<file path="config.mk">
export PLATFORM = sky130hd
export DESIGN_NAME = xdma_usr_irq_ctrl
export DESIGN_NICKNAME = d
export VERILOG_FILES = /design/src/rtl/xdma_usr_irq_ctrl.sv
export SDC_FILE = /design/constraint.sdc
export NUM_CORES = 1
export LEC_CHECK = 0
export CAP_MARGIN = 20
export CORE_UTILIZATION = 45
export CTS_BUF_LIST = sky130_fd_sc_hd__clkbuf_2
export DETAILED_ROUTE_END_ITERATION = 8
export GPL_TIMING_DRIVEN = 0
export PLACE_DENSITY = 0.68
export SLEW_MARGIN = 10
export SYNTH_ARGS = -nofsm -noshare
export SYNTH_HDL_FRONTEND = slang
export SYNTH_SLANG_ARGS = --single-unit
</file>
<file path="constraint.sdc">
create_clock -name clk -period 21.2 [get_ports clk]
set_input_delay 4.24 -clock clk [delete_from_list [all_inputs] [get_ports clk]]
set_output_delay 4.24 -clock clk [all_outputs]
set_load 0.1 [all_outputs]
</file>
<file path="src/rtl/xdma_usr_irq_ctrl.sv">
// xdma_usr_irq_ctrl: AXI4-Lite register block on the XDMA BAR port giving the host
// interrupt status, write-1-to-clear pulses, usr_irq_ack status and per-source edge counters.
// Ports: clk/sys_rst (async, active-high); s_axil_* AXI4-Lite slave (12-bit address, 32-bit data);
//        xdma_usr_irq_req/usr_irq_ack in from the request generator / XDMA IP;
//        intr_clr/intr_clr_vld out, a one-cycle clear pulse per written CLEAR bit.
module xdma_usr_irq_ctrl #(
  parameter int          INTR_COUNT = 7,
  parameter logic [31:0] VERSION    = 32'h0001_0000
) (
  input  logic                  clk,
  input  logic                  sys_rst,
  input  logic [11:0]           s_axil_awaddr,
  input  logic                  s_axil_awvalid,
  output logic                  s_axil_awready,
  input  logic [31:0]           s_axil_wdata,
  input  logic [3:0]            s_axil_wstrb,
  input  logic                  s_axil_wvalid,
  output logic                  s_axil_wready,
  output logic [1:0]            s_axil_bresp,
  output logic                  s_axil_bvalid,
  input  logic                  s_axil_bready,
  input  logic [11:0]           s_axil_araddr,
  input  logic                  s_axil_arvalid,
  output logic                  s_axil_arready,
  output logic [31:0]           s_axil_rdata,
  output logic [1:0]            s_axil_rresp,
  output logic                  s_axil_rvalid,
  input  logic                  s_axil_rready,
  input  logic [INTR_COUNT-1:0] xdma_usr_irq_req,
  input  logic [INTR_COUNT-1:0] usr_irq_ack,
  output logic [INTR_COUNT-1:0] intr_clr,
  output logic [INTR_COUNT-1:0] intr_clr_vld
);

  // Word offsets (byte address >> 2)
  localparam logic [9:0] A_STATUS  = 10'h000;
  localparam logic [9:0] A_CLEAR   = 10'h001;
  localparam logic [9:0] A_ACK     = 10'h002;
  localparam logic [9:0] A_CNT_CLR = 10'h004;
  localparam logic [9:0] A_VERSION = 10'h007;
  localparam logic [9:0] A_CNT0    = 10'h010;

  typedef enum logic {W_IDLE, W_RESP} w_state_t;
  typedef enum logic {R_IDLE, R_DATA} r_state_t;

  // Responses are always OKAY
  assign s_axil_bresp = 2'b00;
  assign s_axil_rresp = 2'b00;

  // ---------------------------------------------------------------------------
  // Write FSM
  // ---------------------------------------------------------------------------
  w_state_t    w_state, w_state_nx;
  logic        aw_done, aw_done_nx;
  logic        w_done, w_done_nx;
  logic [11:0] wr_addr, wr_addr_nx;
  logic [31:0] wr_data, wr_data_nx;
  logic        awready_nx, wready_nx, bvalid_nx;
  logic        wr_fire;
  logic [11:0] act_addr;
  logic [31:0] act_data;
  logic        aw_hs, w_hs;

  assign aw_hs = s_axil_awvalid & s_axil_awready;
  assign w_hs  = s_axil_wvalid & s_axil_wready;

  // The register action may fire on the same edge as the last handshake, so
  // take address/data from the bus when that channel is completing right now.
  assign act_addr = aw_done ? wr_addr : s_axil_awaddr;
  assign act_data = w_done ? wr_data : s_axil_wdata;

  always_comb begin
    w_state_nx = w_state;
    aw_done_nx = aw_done;
    w_done_nx  = w_done;
    wr_addr_nx = wr_addr;
    wr_data_nx = wr_data;
    awready_nx = 1'b0;
    wready_nx  = 1'b0;
    bvalid_nx  = 1'b0;
    wr_fire    = 1'b0;
    case (w_state)
      W_IDLE: begin
        if (aw_hs) begin
          aw_done_nx = 1'b1;
          wr_addr_nx = s_axil_awaddr;
        end
        if (w_hs) begin
          w_done_nx  = 1'b1;
          wr_data_nx = s_axil_wdata;
        end
        if (aw_done_nx && w_done_nx) begin
          wr_fire    = 1'b1;
          w_state_nx = W_RESP;
          bvalid_nx  = 1'b1;
        end else begin
          awready_nx = ~aw_done_nx;
          wready_nx  = ~w_done_nx;
        end
      end
      W_RESP: begin
        if (s_axil_bready) begin
          w_state_nx = W_IDLE;
          aw_done_nx = 1'b0;
          w_done_nx  = 1'b0;
          awready_nx = 1'b1;
          wready_nx  = 1'b1;
        end else begin
          bvalid_nx = 1'b1;
        end
      end
    endcase
  end

  always_ff @(posedge clk or posedge sys_rst) begin
    if (sys_rst) begin
      w_state        <= W_IDLE;
      aw_done        <= 1'b0;
      w_done         <= 1'b0;
      wr_addr        <= '0;
      wr_data        <= '0;
      s_axil_awready <= 1'b0;
      s_axil_wready  <= 1'b0;
      s_axil_bvalid  <= 1'b0;
    end else begin
      w_state        <= w_state_nx;
      aw_done        <= aw_done_nx;
      w_done         <= w_done_nx;
      wr_addr        <= wr_addr_nx;
      wr_data        <= wr_data_nx;
      s_axil_awready <= awready_nx;
      s_axil_wready  <= wready_nx;
      s_axil_bvalid  <= bvalid_nx;
    end
  end

  logic clear_fire, cnt_clr_fire;
  assign clear_fire   = wr_fire && (act_addr[11:2] == A_CLEAR);
  assign cnt_clr_fire = wr_fire && (act_addr[11:2] == A_CNT_CLR);

  always_ff @(posedge clk or posedge sys_rst) begin
    if (sys_rst) begin
      intr_clr     <= '0;
      intr_clr_vld <= '0;
    end else if (clear_fire) begin
      intr_clr     <= act_data[INTR_COUNT-1:0];
      intr_clr_vld <= act_data[INTR_COUNT-1:0];
    end else begin
      intr_clr     <= '0;
      intr_clr_vld <= '0;
    end
  end

  // ---------------------------------------------------------------------------
  // ACK status and edge counters
  // ---------------------------------------------------------------------------
  logic [INTR_COUNT-1:0]       ack_q;
  logic [INTR_COUNT-1:0]       req_d;
  logic [INTR_COUNT-1:0]       rise;
  logic [INTR_COUNT-1:0][31:0] cnt_all;

  assign rise = xdma_usr_irq_req & ~req_d;

  // Sticky while the request stays high; drops the cycle after req is low.
  always_ff @(posedge clk or posedge sys_rst) begin
    if (sys_rst) begin
      ack_q <= '0;
      req_d <= '0;
    end else begin
      ack_q <= (ack_q | usr_irq_ack) & xdma_usr_irq_req;
      req_d <= xdma_usr_irq_req;
    end
  end

  for (genvar g = 0; g < INTR_COUNT; g++) begin : g_cnt
    logic [31:0] cnt;
    // A clear coinciding with an edge counts that edge.
    always_ff @(posedge clk or posedge sys_rst) begin
      if (sys_rst)
        cnt <= '0;
      else if (cnt_clr_fire)
        cnt <= rise[g] ? 32'd1 : 32'd0;
      else if (rise[g] && (cnt != 32'hFFFF_FFFF))
        cnt <= cnt + 32'd1;
      else
        cnt <= cnt;
    end
    assign cnt_all[g] = cnt;
  end

  // ---------------------------------------------------------------------------
  // Read FSM
  // ---------------------------------------------------------------------------
  r_state_t    r_state, r_state_nx;
  logic        arready_nx, rvalid_nx;
  logic [31:0] rdata_nx;
  logic [31:0] rd_mux;

  always_comb begin
    rd_mux = '0;
    case (s_axil_araddr[11:2])
      A_STATUS:  rd_mux[INTR_COUNT-1:0] = xdma_usr_irq_req;
      A_ACK:     rd_mux[INTR_COUNT-1:0] = ack_q;
      A_VERSION: rd_mux = VERSION;
      default: begin
        for (int i = 0; i < INTR_COUNT; i++)
          if (s_axil_araddr[11:2] == A_CNT0 + 10'(i))
            rd_mux = cnt_all[i];
      end
    endcase
  end

  always_comb begin
    r_state_nx = r_state;
    arready_nx = 1'b0;
    rvalid_nx  = 1'b0;
    rdata_nx   = s_axil_rdata;
    case (r_state)
      R_IDLE: begin
        if (s_axil_arvalid && s_axil_arready) begin
          r_state_nx = R_DATA;
          rvalid_nx  = 1'b1;
          rdata_nx   = rd_mux;
        end else begin
          arready_nx = 1'b1;
        end
      end
      R_DATA: begin
        if (s_axil_rready) begin
          r_state_nx = R_IDLE;
          arready_nx = 1'b1;
        end else begin
          rvalid_nx = 1'b1;
        end
      end
    endcase
  end

  always_ff @(posedge clk or posedge sys_rst) begin
    if (sys_rst) begin
      r_state        <= R_IDLE;
      s_axil_arready <= 1'b0;
      s_axil_rvalid  <= 1'b0;
      s_axil_rdata   <= '0;
    end else begin
      r_state        <= r_state_nx;
      s_axil_arready <= arready_nx;
      s_axil_rvalid  <= rvalid_nx;
      s_axil_rdata   <= rdata_nx;
    end
  end

  // Byte lanes, sub-word address bits and upper data bits carry no meaning here.
  logic unused_bits;
  assign unused_bits = ^{s_axil_wstrb, s_axil_araddr[1:0], act_addr[1:0], act_data};

endmodule

</file>
After elaboration in Yosys (flattened, before gate mapping)
Index checks and enable logic that the tools add are counted.

operators by class
  add/sub/neg operators = 7
  equal/unequal tests = 19
  mux-type cells = 55
  bitwise gates (word level) = 10
  reductions and logical operators = 23

operator list
  cell                                            count
  2-to-1 mux 32 bit                               21
  adder 32 x 1 -> 32 bit, second input constant   7
  inequality test 32 bit, second input constant   7
  == test 10 x 5 -> 1 bit, second input constant  7
  one-hot mux 25 bit (2 select lines)             1
  2-to-1 mux 1 bit                                22
  one-hot mux 7 bit (3 select lines)              1
  == test 10 x 3 -> 1 bit, second input constant  2
  AND 7 bit                                       2
  2-to-1 mux 7 bit                                2
  one-hot mux 1 bit (2 select lines)              7
  nonzero test 2 bit                              7
  2-to-1 mux 12 bit                               1
  logical AND 1 bit                               11
  == test 10 x 1 -> 1 bit, second input constant  1
  == test 10 x 2 -> 1 bit, second input constant  1
  logical NOT 10 bit                              1
  inverter 7 bit                                  1
  bitwise OR 7 bit                                1
  AND reduction 2 bit                             3
  inverter 1 bit                                  4
  AND 1 bit                                       2
  inequality test 2 bit, second input constant    1
  OR reduction 2 bit                              1

storage, ports and cells
  bits in registers = 303
  output and inout port bits = 55

Depth between registers and ports, before layout
  depth after elaboration = 9
  gate-level depth with buffers = 8
  gate-level depth less buffers = 6

Worst setup path after synthesis
No wires, ideal clock.

  path kind = input-to-reg
  start point = in s_axil_awaddr[3]
  end point = reg g_cnt[4].cnt[10]
  arrival time = 6.148 ns
  required time = 21.079 ns
  setup slack = 14.931 ns
  stages = 7
  buffers on the path = 3
  cell sequence = or4_1 or3_1 a2111oi_2 clkbuf_1 buf_2 buf_2 nor2_1

on the way
  word-level cells in the longest chain between the ends = 4
  elaborated cells on any way between the ends = 5
  classes of those cells = eq/ne (1); mux (2); reduce/logical (2)

RTL lines
  item                                                            line  RTL
  start, declared                                                 12    input logic [11:0] s_axil_awaddr,
  2-to-1 mux 12 bit *                                             69    assign act_addr = aw_done ? wr_addr : s_axil_awaddr;
  == test 10 x 3 -> 1 bit *                                       139   assign cnt_clr_fire = wr_fire && (act_addr[11:2] == A_CNT_CLR);
  logical AND 1 bit *                                             139
  2-to-1 mux 32 bit / nonzero test 2 bit (equally long branches)  -
  end signal, assigned                                            182   cnt <= rise[g] ? 32'd1 : 32'd0;
  end signal, assigned                                            184   cnt <= cnt + 32'd1;
  end signal, assigned                                            186   cnt <= cnt;
  end, declared                                                   176   logic [31:0] cnt;

Every way passes the cells marked *; elsewhere a longest branch is shown, timed or not.
A chain may end at the register's enable or synchronous reset.

Worst setup path in the final report
  start point = in s_axil_araddr[3]
  end point = reg s_axil_rdata[25]

on the way
  word-level cells in the longest chain between the ends = 9
  elaborated cells on any way between the ends = 19
  classes of those cells = eq/ne (9); mux (8); reduce/logical (2)

RTL lines
  item                                   line  RTL
  start, declared                        22    input logic [11:0] s_axil_araddr,
  == test 10 x 5 -> 1 bit                207   if (s_axil_araddr[11:2] == A_CNT0 + 10'(i))
  2-to-1 mux 32 bit (7 in a row)         207
  one-hot mux 25 bit (2 select lines) *  201   case (s_axil_araddr[11:2])
  end signal, assigned                   249   s_axil_rdata <= rdata_nx;
  end, declared                          25    output logic [31:0] s_axil_rdata,

Marks and branches as above.

==> impl_summary.log <==
INFO  metric status = finished, final reports clean
INFO  metric netlist_top_cells_area = dfrtp_1, a21oi_1, nor2_1, or3_1, o21ai_0
INFO  metric dieWidth = 199.6 µm
INFO  metric post_cts_gate_resize_count = 0
INFO  metric i_o_pins = 136
INFO  metric first_pass_grt_wire_length = 96.26 mm
INFO  metric setup.worst_path.class = primary input to flop
INFO  metric finalSetupTns = 0 ps
INFO  metric synthesis.area_per_instance = 9.047 µm²
INFO  metric synth_flop_cell = dfrtp_1
INFO  metric vdd.ir_drop.worst = 0.00004537 V
INFO  metric drc = 0
INFO  metric rsz0062_at_grt = no
INFO  metric cts-root-buf = clkbuf_2
INFO  metric critical_path_arrival = 7980 ps
INFO  metric row_count = 72
INFO  metric wl_per_instance = 23.14 µm
INFO  metric postRouteAntennaNets = 0
INFO  metric total_congestion_overflow_after_global_routing = 0
INFO  metric largest_net_degree_at_the_start_of_global_routing = 107
INFO  metric clock_sinks = 301
INFO  metric startpoint_type_of_the_worst_setup_path = primary input
INFO  metric cellPowerDensity = 72.05 nW/µm²
INFO  metric post-route-util = 0.5217
INFO  metric routed-via-count = 17.42k
INFO  metric max-clock-path-buffers = 3
INFO  metric die_y = 199.6 µm
INFO  metric most_used_cells_in_the_layout_excluding_fill_and_tap_cells = dfrtp_1, nor2_1, clkbuf_2
INFO  metric tightestPinTransition = 1215 ps
INFO  metric worst_hold_class = flop to flop
INFO  metric drtIter0Drc = 1707
INFO  metric clock_tree.htree_level_count = 3
INFO  metric hpwlAfterDp = 46.52 mm
INFO  metric setup.worst_path.end_class = flop
INFO  metric commonest_non_fill_non_tap_cell_in_the_layout = dfrtp_1
INFO  metric cts_post_setup_buffers_inserted = 0
INFO  metric crit_path_max_incr_delay = 940 ps
INFO  metric antenna_found_initial = 2
INFO  metric netlist.area_leader.share = 0.4285
INFO  metric drv_slew = 0
INFO  metric buffer_ports.inserted = 97
INFO  metric max-slew-margin-rel = 0.1898
INFO  metric worst-path-max-fanout = 10
INFO  metric library_cell_occupying_the_most_area_in_the_post_synthesis_netlist = dfrtp_1
INFO  metric core = 38560 µm²
INFO  metric finalHoldViolations = 0
INFO  metric firstDrtPassIters = 8
INFO  metric timing.clock.skew = 95.24 ps
INFO  metric area_delta_synth_final = 14.43%
INFO  metric critical_path_required = 22080 ps
INFO  metric share_of_cells_above_drive_strength_1 = 0.1071
INFO  metric worst_path_dominant_cell_family = buffers and inverters
INFO  metric synth_cell_types = 74
INFO  metric finalSetupViolCount = 0
INFO  metric worstSkewPairLatency = 1040 ps
INFO  metric cts.clk_slew.worst_paths = 90 ps
INFO  metric synth_seq_area_share = 0.4285
INFO  metric detail_route.vias_per_cell = 6.393
INFO  metric finalWorstPathRequiredPeriod = 7103 ps
INFO  metric fp.dieArea = 39860 µm²
INFO  metric number_of_global_route_vias_before_repair = 16.19k
INFO  metric synthArstFlopShare = 1.000
INFO  metric synthesis.area = 17580 µm²
INFO  metric period_share = 0.3351
INFO  metric timing.critical_path.mode_cell = clkbuf_1
INFO  metric critical_path_buf_inv_count = 4
INFO  metric fmax = 140.8 MHz
INFO  metric critical_path.cell_chain = clkdlybuf4s50_1 -> clkbuf_1 -> clkbuf_1 -> buf_1 -> mux2i_1 -> o2bb2ai_1 -> a221oi_1 -> o21ai_0
INFO  metric num-nets-final = 2226
INFO  metric tritoncts_clock_tree = yes
INFO  metric cpMaxStageDelayCell = buf_1
INFO  metric gp_routability_congestion = 1.005
INFO  metric initial_utilization = 0.4559
INFO  metric ys_ff_latch = 301
INFO  metric leakagePower = 7.954 nW
INFO  metric cts_made_buffers = 85
INFO  metric number_of_hold_buffers_added_after_cts = 0
INFO  metric wl = 63.05 mm
INFO  metric cap_viol_max_count = 0
INFO  metric synth-edff-count = 0
INFO  metric synth_warn = 0
INFO  metric synthCells = 1943
INFO  metric global_route.usage.total = 0.3230
==> layout make-up <==
type                    count  area, µm²
flip-flops and latches    301       7532
well taps                 518      648.1
multi-input cells        1492       9427
plain buffers             125      538.0
diodes                      3      7.507
fillers                  3698      18440
clock inverters            21      131.4
clock buffers             132      660.6
repair buffers            105       1059
inverters                  28      112.6
==> metrics by stage <==
stage	hold slack [ps]	cells	cell area, µm²	power, mW	worst slack (ps)
global route	510.8	2724	20110	1.522	14200
CTS	474.3	2719	20090	1.456	14230
floorplan	458.3	1946	17590	0.8997	8642
detailed placement	476.5	2566	19300	1.005	13370
finish	470.1	2725	20120	1.449	14100
global placement	472.2	2561	19210	0.9942	4571
==> cells by family (layout without fill, tap and decap cells) <==
kind of cell	count (synthesis)	after routing	share of synthesized area
buffers and inverters	153	411	0.03659
flip-flops	301	301	0.4285
other	1	7	0.0002133
XOR/XNOR	88	88	0.04385
AND/OR/NAND/NOR	813	813	0.2516
AO/OA/AOI/OAI	509	509	0.1911
multiplexers	71	71	0.04313
adder cells (fa/ha/maj)	7	7	0.004982
==> worst register-to-register path: stages, from the launching register on <==
cell and delay, ps:
dfrtp_1 470, or4_1 540, or3_1 390, a2111oi_2 380
clkbuf_1 540, buf_2 520, buf_2 380, nor2_1 90
==> state kept, by name, indices dropped and copies added (netlist names) <==
register,flops
intr_clr_vld,7
r_state,1
wr_data,7
req_d,7
s_axil_wready,1
aw_done,1
s_axil_awready,1
wr_addr,10
w_state,1
w_done,1
s_axil_arready,1
s_axil_rdata,32
ack_q,7
g_cnt.cnt,224
==> cell usage after synthesis, drive strengths merged, types with 5 or more instances <==
master   count
buf         37
nand4       71
a31oi        9
nand2      132
a221oi      11
mux2        38
mux2i       33
o21a        16
xnor2       57
o211ai      27
a22oi        9
nor2b        9
o21ai      116
xor2        31
o221ai      10
o2bb2ai     17
o311ai       6
a21oi      130
inv         28
nor4b        5
o31ai       50
or4         55
nor2       166
and2        26
a222oi       7
nand3b       5
o2111ai      9
nor4        36
a211oi      13
a2bb2oi      7
or2         14
nor3        27
nand3       91
ha           7
nand2b      18
and4        31
clkbuf      88
or3         94
and3        21
dfrtp      301
o22ai       13
o211a        8
a2111oi     16
==> report_power, final <==
group | internal (mW) | switching (mW)
Combinational | 0.103 | 0.172
Sequential | 0.635 | 0.0883
Clock | 0.188 | 0.262
==> routing by layer <==
layer / part of all wire / global-route usage / wire length, µm / up-vias
li1: - / - / - / 7829
met5: 0 / 0 / 0 / -
met1: 0.42 / 0.4434 / 26300 / 8518
met4: 0.046 / 0.1513 / 2884 / 0
met3: 0.092 / 0.06211 / 5802 / 176
met2: 0.45 / 0.4902 / 28070 / 898
==> worst paths after layout <==
check | startpoint | endpoint | slack, ps | depth (start not counted)
max in group asynchronous | sys_rst | g_cnt[6].cnt[27] | 16030 | 4
worst max register to register | aw_done | g_cnt[5].cnt[3] | 17800 | 7
worst min-delay path | wr_data[4] | intr_clr_vld[4] | 470 | 2
worst min register to register | wr_data[4] | intr_clr_vld[4] | 470 | 2
min in group asynchronous | sys_rst | g_cnt[4].cnt[10] | 3710 | 2
worst max-delay path | s_axil_araddr[3] | s_axil_rdata[25] | 14100 | 8
Note: power is estimated with default switching activity, not from simulation.
